--- config.mk ---
export PLATFORM = sky130hd
export DESIGN_NAME = udma_cfg_arbiter_flat
export DESIGN_NICKNAME = d
export VERILOG_FILES = /design/src/rtl/udma_cfg_arbiter_pkg.sv /design/src/rtl/udma_cfg_arbiter_if.sv /design/src/rtl/udma_cfg_arbiter_rr_arb.sv /design/src/rtl/udma_cfg_arbiter.sv /design/src/flat_wrapper.sv
export SDC_FILE = /design/constraint.sdc
export NUM_CORES = 1
export LEC_CHECK = 0
export ABC_AREA = 0
export BUFFER_PORTS_ARGS = -buffer_cell sky130_fd_sc_hd__buf_2
export CAP_MARGIN = 20
export CELL_PAD_IN_SITES_DETAIL_PLACEMENT = 1
export CELL_PAD_IN_SITES_GLOBAL_PLACEMENT = 2
export CORE_MARGIN = 2
export CORE_UTILIZATION = 29
export DETAILED_ROUTE_END_ITERATION = 8
export PLACE_DENSITY_LB_ADDON = 0.1
export SLEW_MARGIN = 15
export SYNTH_ARGS = -nofsm -noshare
export SYNTH_HDL_FRONTEND = slang
export SYNTH_HIERARCHICAL = 1
export SYNTH_SLANG_ARGS = --single-unit
--- constraint.sdc ---
create_clock -name clk_i -period 3.7 [get_ports clk_i]
set_input_delay 0.37 -clock clk_i [delete_from_list [all_inputs] [get_ports clk_i]]
set_output_delay 0.37 -clock clk_i [all_outputs]
set_load 0.005 [all_outputs]
--- src/rtl/udma_cfg_arbiter_pkg.sv ---
// udma_cfg_arb_pkg: shared types and width helpers
// for the uDMA config APB arbiter.
package udma_cfg_arb_pkg;

  typedef enum logic [1:0] {
    IDLE,
    SETUP,
    ACCESS,
    RESP
  } cfg_arb_state_e;

  // Timeout counter width, never below one bit.
  function automatic int cnt_width(input int t);
    return (t <= 0) ? 1 : $clog2(t + 1);
  endfunction

  // Requester index width, never below one bit.
  function automatic int idx_width(input int n);
    return (n <= 1) ? 1 : $clog2(n);
  endfunction

endpackage

--- src/rtl/udma_cfg_arbiter_if.sv ---
// udma_cfg_arbiter_if: APB bus between the arbiter
// and the uDMA configuration slave.
interface udma_cfg_arbiter_if #(
  parameter int ADDR_WIDTH = 12
);

  logic [ADDR_WIDTH-1:0] PADDR;
  logic [31:0]           PWDATA;
  logic                  PWRITE;
  logic                  PSEL;
  logic                  PENABLE;
  logic [31:0]           PRDATA;
  logic                  PREADY;
  logic                  PSLVERR;

  modport master (
    output PADDR, PWDATA, PWRITE, PSEL, PENABLE,
    input  PRDATA, PREADY, PSLVERR
  );

  modport slave (
    input  PADDR, PWDATA, PWRITE, PSEL, PENABLE,
    output PRDATA, PREADY, PSLVERR
  );

endinterface

--- src/rtl/udma_cfg_arbiter_rr_arb.sv ---
// udma_cfg_rr_arb: combinational round-robin pick,
// searching from last+1 and wrapping modulo N_MST.
module udma_cfg_rr_arb
  import udma_cfg_arb_pkg::*;
#(
  parameter int N_MST = 2
) (
  input  logic [N_MST-1:0]              req,
  input  logic [idx_width(N_MST)-1:0]   last,
  output logic [N_MST-1:0]              gnt,
  output logic [idx_width(N_MST)-1:0]   idx
);

  localparam int IW = idx_width(N_MST);
  localparam int PW = IW + 1;
  localparam logic [PW-1:0] NV = PW'(N_MST);

  logic          found;
  logic [PW-1:0] cand;

  // First requester at or after last+1 wins.
  always_comb begin
    gnt   = '0;
    idx   = '0;
    found = 1'b0;
    cand  = '0;
    for (int i = 0; i < N_MST; i++) begin
      cand = {1'b0, last} + PW'(1) + PW'(i);
      if (cand >= NV)
        cand = cand - NV;
      if (!found && req[cand[IW-1:0]]) begin
        found              = 1'b1;
        gnt[cand[IW-1:0]]  = 1'b1;
        idx                = cand[IW-1:0];
      end
    end
  end

endmodule

--- src/rtl/udma_cfg_arbiter.sv ---
// udma_cfg_arbiter: round-robin arbiter of N_MST
// config requesters onto one APB port with timeout.
module udma_cfg_arbiter
  import udma_cfg_arb_pkg::*;
#(
  parameter int N_MST          = 2,
  parameter int APB_ADDR_WIDTH = 12,
  parameter int TIMEOUT_CYCLES = 256
) (
  input  logic                                  clk_i,
  input  logic                                  rstn_i,
  input  logic [N_MST-1:0]                      mst_req_i,
  input  logic [N_MST-1:0][APB_ADDR_WIDTH-1:0]  mst_addr_i,
  input  logic [N_MST-1:0][31:0]                mst_wdata_i,
  input  logic [N_MST-1:0]                      mst_we_i,
  output logic [N_MST-1:0]                      mst_gnt_o,
  output logic [N_MST-1:0]                      mst_rvalid_o,
  output logic [31:0]                           mst_rdata_o,
  output logic                                  mst_err_o,
  udma_cfg_arbiter_if.master                    apb
);

  localparam int IW = idx_width(N_MST);
  localparam int CW = cnt_width(TIMEOUT_CYCLES);
  localparam bit TO_EN = (TIMEOUT_CYCLES != 0);
  localparam logic [CW-1:0] TO_LAST =
    CW'(TO_EN ? TIMEOUT_CYCLES - 1 : 0);
  localparam logic [IW-1:0] LAST_RST = IW'(N_MST - 1);

  cfg_arb_state_e   state_q;
  logic [IW-1:0]    owner_q;
  logic [IW-1:0]    last_q;
  logic [IW-1:0]    win;
  logic [N_MST-1:0] arb_gnt;
  logic [CW-1:0]    cnt_q;
  logic             to_hit;

  udma_cfg_rr_arb #(
    .N_MST (N_MST)
  ) u_rr (
    .req  (mst_req_i),
    .last (last_q),
    .gnt  (arb_gnt),
    .idx  (win)
  );

  // Grant is only offered while the port is idle.
  assign mst_gnt_o = (state_q == IDLE) ? arb_gnt : '0;

  // Abort point: last allowed ACCESS cycle.
  assign to_hit = TO_EN && (cnt_q == TO_LAST);

  // Transfer FSM with capture regs and timeout counter.
  always_ff @(posedge clk_i or negedge rstn_i) begin
    if (!rstn_i) begin
      state_q      <= IDLE;
      owner_q      <= '0;
      last_q       <= LAST_RST;
      cnt_q        <= '0;
      apb.PADDR    <= '0;
      apb.PWDATA   <= '0;
      apb.PWRITE   <= 1'b0;
      apb.PSEL     <= 1'b0;
      apb.PENABLE  <= 1'b0;
      mst_rvalid_o <= '0;
      mst_rdata_o  <= '0;
      mst_err_o    <= 1'b0;
    end else begin
      mst_rvalid_o <= '0;
      unique case (state_q)
        IDLE: begin
          if (|mst_req_i) begin
            owner_q    <= win;
            apb.PADDR  <= mst_addr_i[win];
            apb.PWDATA <= mst_wdata_i[win];
            apb.PWRITE <= mst_we_i[win];
            apb.PSEL   <= 1'b1;
            state_q    <= SETUP;
          end
        end
        SETUP: begin
          apb.PENABLE <= 1'b1;
          cnt_q       <= '0;
          state_q     <= ACCESS;
        end
        ACCESS: begin
          if (apb.PREADY) begin
            mst_rdata_o           <= apb.PWRITE ? '0 : apb.PRDATA;
            mst_err_o             <= apb.PSLVERR;
            mst_rvalid_o[owner_q] <= 1'b1;
            apb.PSEL              <= 1'b0;
            apb.PENABLE           <= 1'b0;
            state_q               <= RESP;
          end else if (to_hit) begin
            mst_rdata_o           <= '0;
            mst_err_o             <= 1'b1;
            mst_rvalid_o[owner_q] <= 1'b1;
            apb.PSEL              <= 1'b0;
            apb.PENABLE           <= 1'b0;
            state_q               <= RESP;
          end else begin
            cnt_q <= cnt_q + CW'(1);
          end
        end
        RESP: begin
          last_q  <= owner_q;
          cnt_q   <= '0;
          state_q <= IDLE;
        end
        default: state_q <= IDLE;
      endcase
    end
  end

endmodule

--- src/flat_wrapper.sv ---
// flat-port wrapper written by rule: the top's interface ports become plain ports
module udma_cfg_arbiter_flat import udma_cfg_arb_pkg::*;
#(
  parameter int N_MST          = 2,
  parameter int APB_ADDR_WIDTH = 12,
  parameter int TIMEOUT_CYCLES = 256
)
  (clk_i, rstn_i, mst_req_i, mst_addr_i, mst_wdata_i, mst_we_i, mst_gnt_o, mst_rvalid_o, mst_rdata_o, mst_err_o, apb_PADDR, apb_PWDATA, apb_PWRITE, apb_PSEL, apb_PENABLE, apb_PRDATA, apb_PREADY, apb_PSLVERR);
  udma_cfg_arbiter_if #(.ADDR_WIDTH((12))) apb_i ();
  input  logic clk_i;
  input  logic rstn_i;
  input  logic [N_MST-1:0] mst_req_i;
  input  logic [N_MST-1:0][APB_ADDR_WIDTH-1:0] mst_addr_i;
  input  logic [N_MST-1:0][31:0] mst_wdata_i;
  input  logic [N_MST-1:0] mst_we_i;
  output logic [N_MST-1:0] mst_gnt_o;
  output logic [N_MST-1:0] mst_rvalid_o;
  output logic [31:0] mst_rdata_o;
  output logic mst_err_o;
  output wire logic [$bits(apb_i.PADDR)-1:0] apb_PADDR;
  output wire logic [$bits(apb_i.PWDATA)-1:0] apb_PWDATA;
  output wire logic [$bits(apb_i.PWRITE)-1:0] apb_PWRITE;
  output wire logic [$bits(apb_i.PSEL)-1:0] apb_PSEL;
  output wire logic [$bits(apb_i.PENABLE)-1:0] apb_PENABLE;
  input wire logic [$bits(apb_i.PRDATA)-1:0] apb_PRDATA;
  input wire logic [$bits(apb_i.PREADY)-1:0] apb_PREADY;
  input wire logic [$bits(apb_i.PSLVERR)-1:0] apb_PSLVERR;
  assign apb_PADDR = apb_i.PADDR;
  assign apb_PWDATA = apb_i.PWDATA;
  assign apb_PWRITE = apb_i.PWRITE;
  assign apb_PSEL = apb_i.PSEL;
  assign apb_PENABLE = apb_i.PENABLE;
  assign apb_i.PRDATA = apb_PRDATA;
  assign apb_i.PREADY = apb_PREADY;
  assign apb_i.PSLVERR = apb_PSLVERR;
  udma_cfg_arbiter #(.N_MST(N_MST), .APB_ADDR_WIDTH(APB_ADDR_WIDTH), .TIMEOUT_CYCLES(TIMEOUT_CYCLES)) u_core (.clk_i(clk_i), .rstn_i(rstn_i), .mst_req_i(mst_req_i), .mst_addr_i(mst_addr_i), .mst_wdata_i(mst_wdata_i), .mst_we_i(mst_we_i), .mst_gnt_o(mst_gnt_o), .mst_rvalid_o(mst_rvalid_o), .mst_rdata_o(mst_rdata_o), .mst_err_o(mst_err_o), .apb(apb_i));
endmodule
# After elaboration in Yosys (flattened, before gate mapping)
# Index checks and enable logic that the tools add are counted.
# word_totals
ff_bits	95
in_bits	128
output_inout_bits	84
wordCells	97
# classes
add_sub_neg	5
n_lt_le_gt_ge	9
eq_ne	8
mux	44
n_bitwise	1
n_reduce_logical	18
# ops
cell	n
$mux 32	5
$mux 12	2
$mux 1	19
$mux 2	9
$mux 9	2
$pmux 9 s2	1
$add 9x1->9 const B	1
$eq 9x8->1 const B	1
$lt 1x2->1 const B	4
$pmux 2 s4	1
$reduce_and 2->1	4
$reduce_bool 2->1	4
$ne 2x2->1 const B	3
$reduce_and 3->1	2
$eq 2x2->1 const B	2
$ge 2x2->1 const B	2
$logic_and 1x1->1	4
$pmux 1 s2	2
$reduce_or 2->1	2
$demux 1 s1	3
$ge 1x1->1 const B	3
$ne 3x2->1 const B	1
$add 1x1->2 const B	1
$add 2x1->2 const B	1
5 further kinds	6

# Depth between registers and ports, before layout
# logic_depth
depth_word	11
ltp_mapped	8
mapped_depth_nobuf	7

# Hierarchy
# The synthesis kept the hierarchy.
# by_module_without_submodules
module	n_inst	cells_each	area_each_um2	seq_area_each_um2
udma_cfg_arbiter	1	358	4106.4	2378.5
udma_cfg_rr_arb	1	4	26.3	0.0

# Worst setup path after synthesis
# No wires, ideal clock.
# synth_path
kind	flip-flop to flip-flop
startpoint	reg u_core.cnt_q[0]
endpoint	reg u_core.cnt_q[5]
setup_time_ps	73
arrival_ps	1848
required_ps	3627
slack_ps	1778
path_stages_with_launch	8
path_buffers	0
period_less_slack_ps	1922
cell_sequence	dfrtp_1 > ha_1 > nand4_1 > nor2_1 > ha_1 > o21a_4 > or4_4 > a21oi_2
# synth_via
elab_chain_len	4
elab_cells_between_ends	7
cone_classes	add/sub: 1; eq/ne: 2; mux: 3; reduce/logical: 1
# synth_rtl
element	line_no	source
from (decl)	udma_cfg_arbiter.sv:35	logic [CW-1:0] cnt_q;
from (signal assigned)	udma_cfg_arbiter.sv:102	cnt_q <= cnt_q + CW'(1);
$add 9x1->9	udma_cfg_arbiter.sv:102	
$mux 9	udma_cfg_arbiter.sv:94	end else if (to_hit) begin
$mux 9	udma_cfg_arbiter.sv:87	if (apb.PREADY) begin
$pmux 9 s2	udma_cfg_arbiter.sv:70	unique case (state_q)
# Parallel ways exist; a longest one is shown, timed or not. The select of a mux whose other input is x is not followed.
# A chain may end at the register's enable or synchronous reset.

# Worst setup path after layout
# Ends and elaborated chain as after synthesis.

==> results_dict.tcl <==
set metrics [dict create \
    root_buffer "clkbuf_16" \
    synth_top_cell_area_share_pct 56.9 \
    crit_fanout 18 \
    clockBufferDepth 2 \
    setup_viol 0 \
    grt_pass1_vias 3651 \
    fin_crit_sh_pct 57.6 \
    critPathLaunchType "register" \
    initial_core_util_pct 29.8 \
    ys_warn_count 6 \
    yosysTopAreaCell "dfrtp_1" \
    synth_common_cells "dfrtp_1, o21ai_0, nand2_1" \
    fin_crit_ps 2130 \
    critPathKind "register to register" \
    netlist_instances 362 \
    hold_buffers 0 \
    antenna_found_initial 0 \
    synth-edff-count 0 \
    pre_cts_ws_ps 1450 \
    slew_headroom_pct 61.4 \
    grt.overflow.total 0 \
    initialDrtViolationCount 97 \
    peakVddDrop_mv 0.252 \
    hpwl_um 8790 \
    ctsResizeCount 0 \
    synth_area_um2 4130 \
    synth_area_leaders "dfrtp_1, mux2i_1, a22o_1, o21ai_0, nand2_1" \
    cp_data_arrival_time_ps 2400 \
    synthesis.nets 497 \
    gp_congestion 0.713 \
    antenna_cells 0 \
    vias 3515 \
    drtAntennaViolNets 0 \
    grt_max_degree 96 \
    tightest_slew_ps 577 \
    cap_violations 0 \
    avgRoutedWirePerCell_um 15.8 \
    die_h_um 123 \
    htree_levels 3 \
    post-cts-setup-buffers 0 \
    p_leak_nw 2.97 \
    numCtsBuffers 9 \
    rsz0062_at_grt "no" \
    ys_types 34 \
    synth-seq-cells 95 \
    io_buffers 211 \
    tns_ps 0 \
    drive_gt1_share_pct 42.5 \
    max_freq_ghz 0.469 \
    clk_pin_slew_ps 60 \
    firstDrtPassIters 4 \
    areaGrowthSynthToFinish_pct 38.2 \
    synth.most_common_cell "dfrtp_1" \
    end_kind "register" \
    avgSynthCellArea_um2 11.4 \
    hp-class "input port to asynchronous set/reset pin" \
    cp_data_required_time_ps 3970 \
    powerDensity_nw_per_um2 747 \
    io_pins 212 \
    grt_pass1_wl_um 18200 \
    ff2ff_path_depth 7 \
    nNetsFinal 701 \
    via_per_inst 4.69 \
    hold_violations 0 \
    yosysSeqAreaShare_pct 57.6 \
    outcome "finished clean" \
    core_area_um2 13900 \
    grtUsageTotal_pct 15.7 \
    final-max-slew-violation-count 0 \
    synthFlopType "dfrtp_1" \
    rows 43 \
    final.setup.worst_slack_ps 1570 \
    insertion_delay_ps 350 \
    fp.dieW_um 123 \
    clock_skew_ps 6.06 \
    drt_wl_total_um 11900 \
    cts_num_sinks 95 \
    drc 0 \
    synthArstFlopShare_pct 100 \
    cts_tree "done" \
    dieArea_um2 15200 \
]
-- registers in the layout, summed over array words and instances (netlist names) --
register / flops
u_core/apb.PWDATA: 32
u_core/mst_rdata_o: 32
u_core/apb.PADDR: 12
u_core/cnt_q: 9
u_core/mst_rvalid_o: 2
u_core/state_q: 2
u_core/apb.PENABLE: 1
u_core/apb.PSEL: 1
u_core/apb.PWRITE: 1
u_core/last_q: 1
u_core/mst_err_o: 1
u_core/owner_q: 1
-- worst max-delay path, cell delays in order (launching register included) --
cell,delay [ps]
dfrtp_1,420
ha_1,250
nand4_1,130
nor2_1,80
ha_1,230
o21a_4,280
or4_4,530
a21oi_2,140
-- cell type report --
class                           count  area, um^2
Tap cell                          180         225
Clock inverter                      5        60.1
Fill cell                        1636        8170
Timing Repair Buffer              217        1150
Multi-Input combinational cell    236        1650
Sequential cell                    95        2380
Inverter                            7        26.3
Clock buffer                        9         225
-- metrics by stage --
step,cell area (um^2),instances,util (%),power (mW),hold WS [ps]
after floorplan,4130,362,-,2.61,74.4
after global placement,5400,734,38.9,3.34,458
after detailed placement,5400,734,38.9,3.41,469
after CTS,5680,748,40.9,4.35,104
after global routing,5710,749,41.1,4.65,111
final,5710,749,41.1,4.27,54.5
-- path summary, 6_finish.rpt --
path                                                 start  slack, ps                                 end
setup reg to reg               u_core/cnt_q[0]$_DFFE_PN0P_       1570         u_core/cnt_q[5]$_DFFE_PN0P_
max in group asynchronous                           rstn_i       3220     u_core/apb.PADDR[0]$_DFFE_PN0P_
hold reg to reg            u_core/apb.PADDR[1]$_DFFE_PN0P_        480     u_core/apb.PADDR[1]$_DFFE_PN0P_
min in group clk_i                           apb_PRDATA[5]        240   u_core/mst_rdata_o[5]$_DFFE_PN0P_
setup / recovery               u_core/cnt_q[0]$_DFFE_PN0P_       1570         u_core/cnt_q[5]$_DFFE_PN0P_
hold / removal                                      rstn_i         50  u_core/mst_rdata_o[29]$_DFFE_PN0P_
-- cell families after synthesis --
logic type,count (synthesis),synth area share (%)
flip-flops,95,57.6
AO/OA/AOI/OAI,108,17.4
buffers and inverters,31,3.21
adder cells (fa/ha/maj),7,2.12
AND/OR/NAND/NOR,72,7.75
multiplexers,49,12.0
-- per-layer routing --
| layer | global-route usage, % | vias up | part of all wire (%) |
|---|---|---|---|
| met5 | 0 | - | 0 |
| met4 | 6.61 | 0 | 1.7 |
| met3 | 5.26 | 14 | 8.6 |
| met2 | 26.7 | 128 | 49 |
| met1 | 18.1 | 1667 | 40 |
| li1 | - | 1706 | - |
-- power breakdown --
group | switching (mW) | internal, mW | leakage (nW)
combinational | 0.856 | 0.770 | 1.64
clock | 0.385 | 0.518 | 0.138
sequential | 0.248 | 1.49 | 1.20
-- layout by cell type (no fill, tap or decap), types with 2 or more instances in the layout --
cell type and count:
buf_2 210, dfrtp_1 94, o21ai_0 50, nand2_1 48, mux2i_1 46, a22o_1 32
clkbuf_16 9, inv_1 7, a21oi_1 7, ha_1 7, nand3_1 5, nor2_1 5
o31ai_1 5, buf_4 4, or4_1 4, and2_1 3, mux2_2 3, nand4_1 2
o21bai_1 2, buf_12 2
Power figures use the tool's default switching activity.
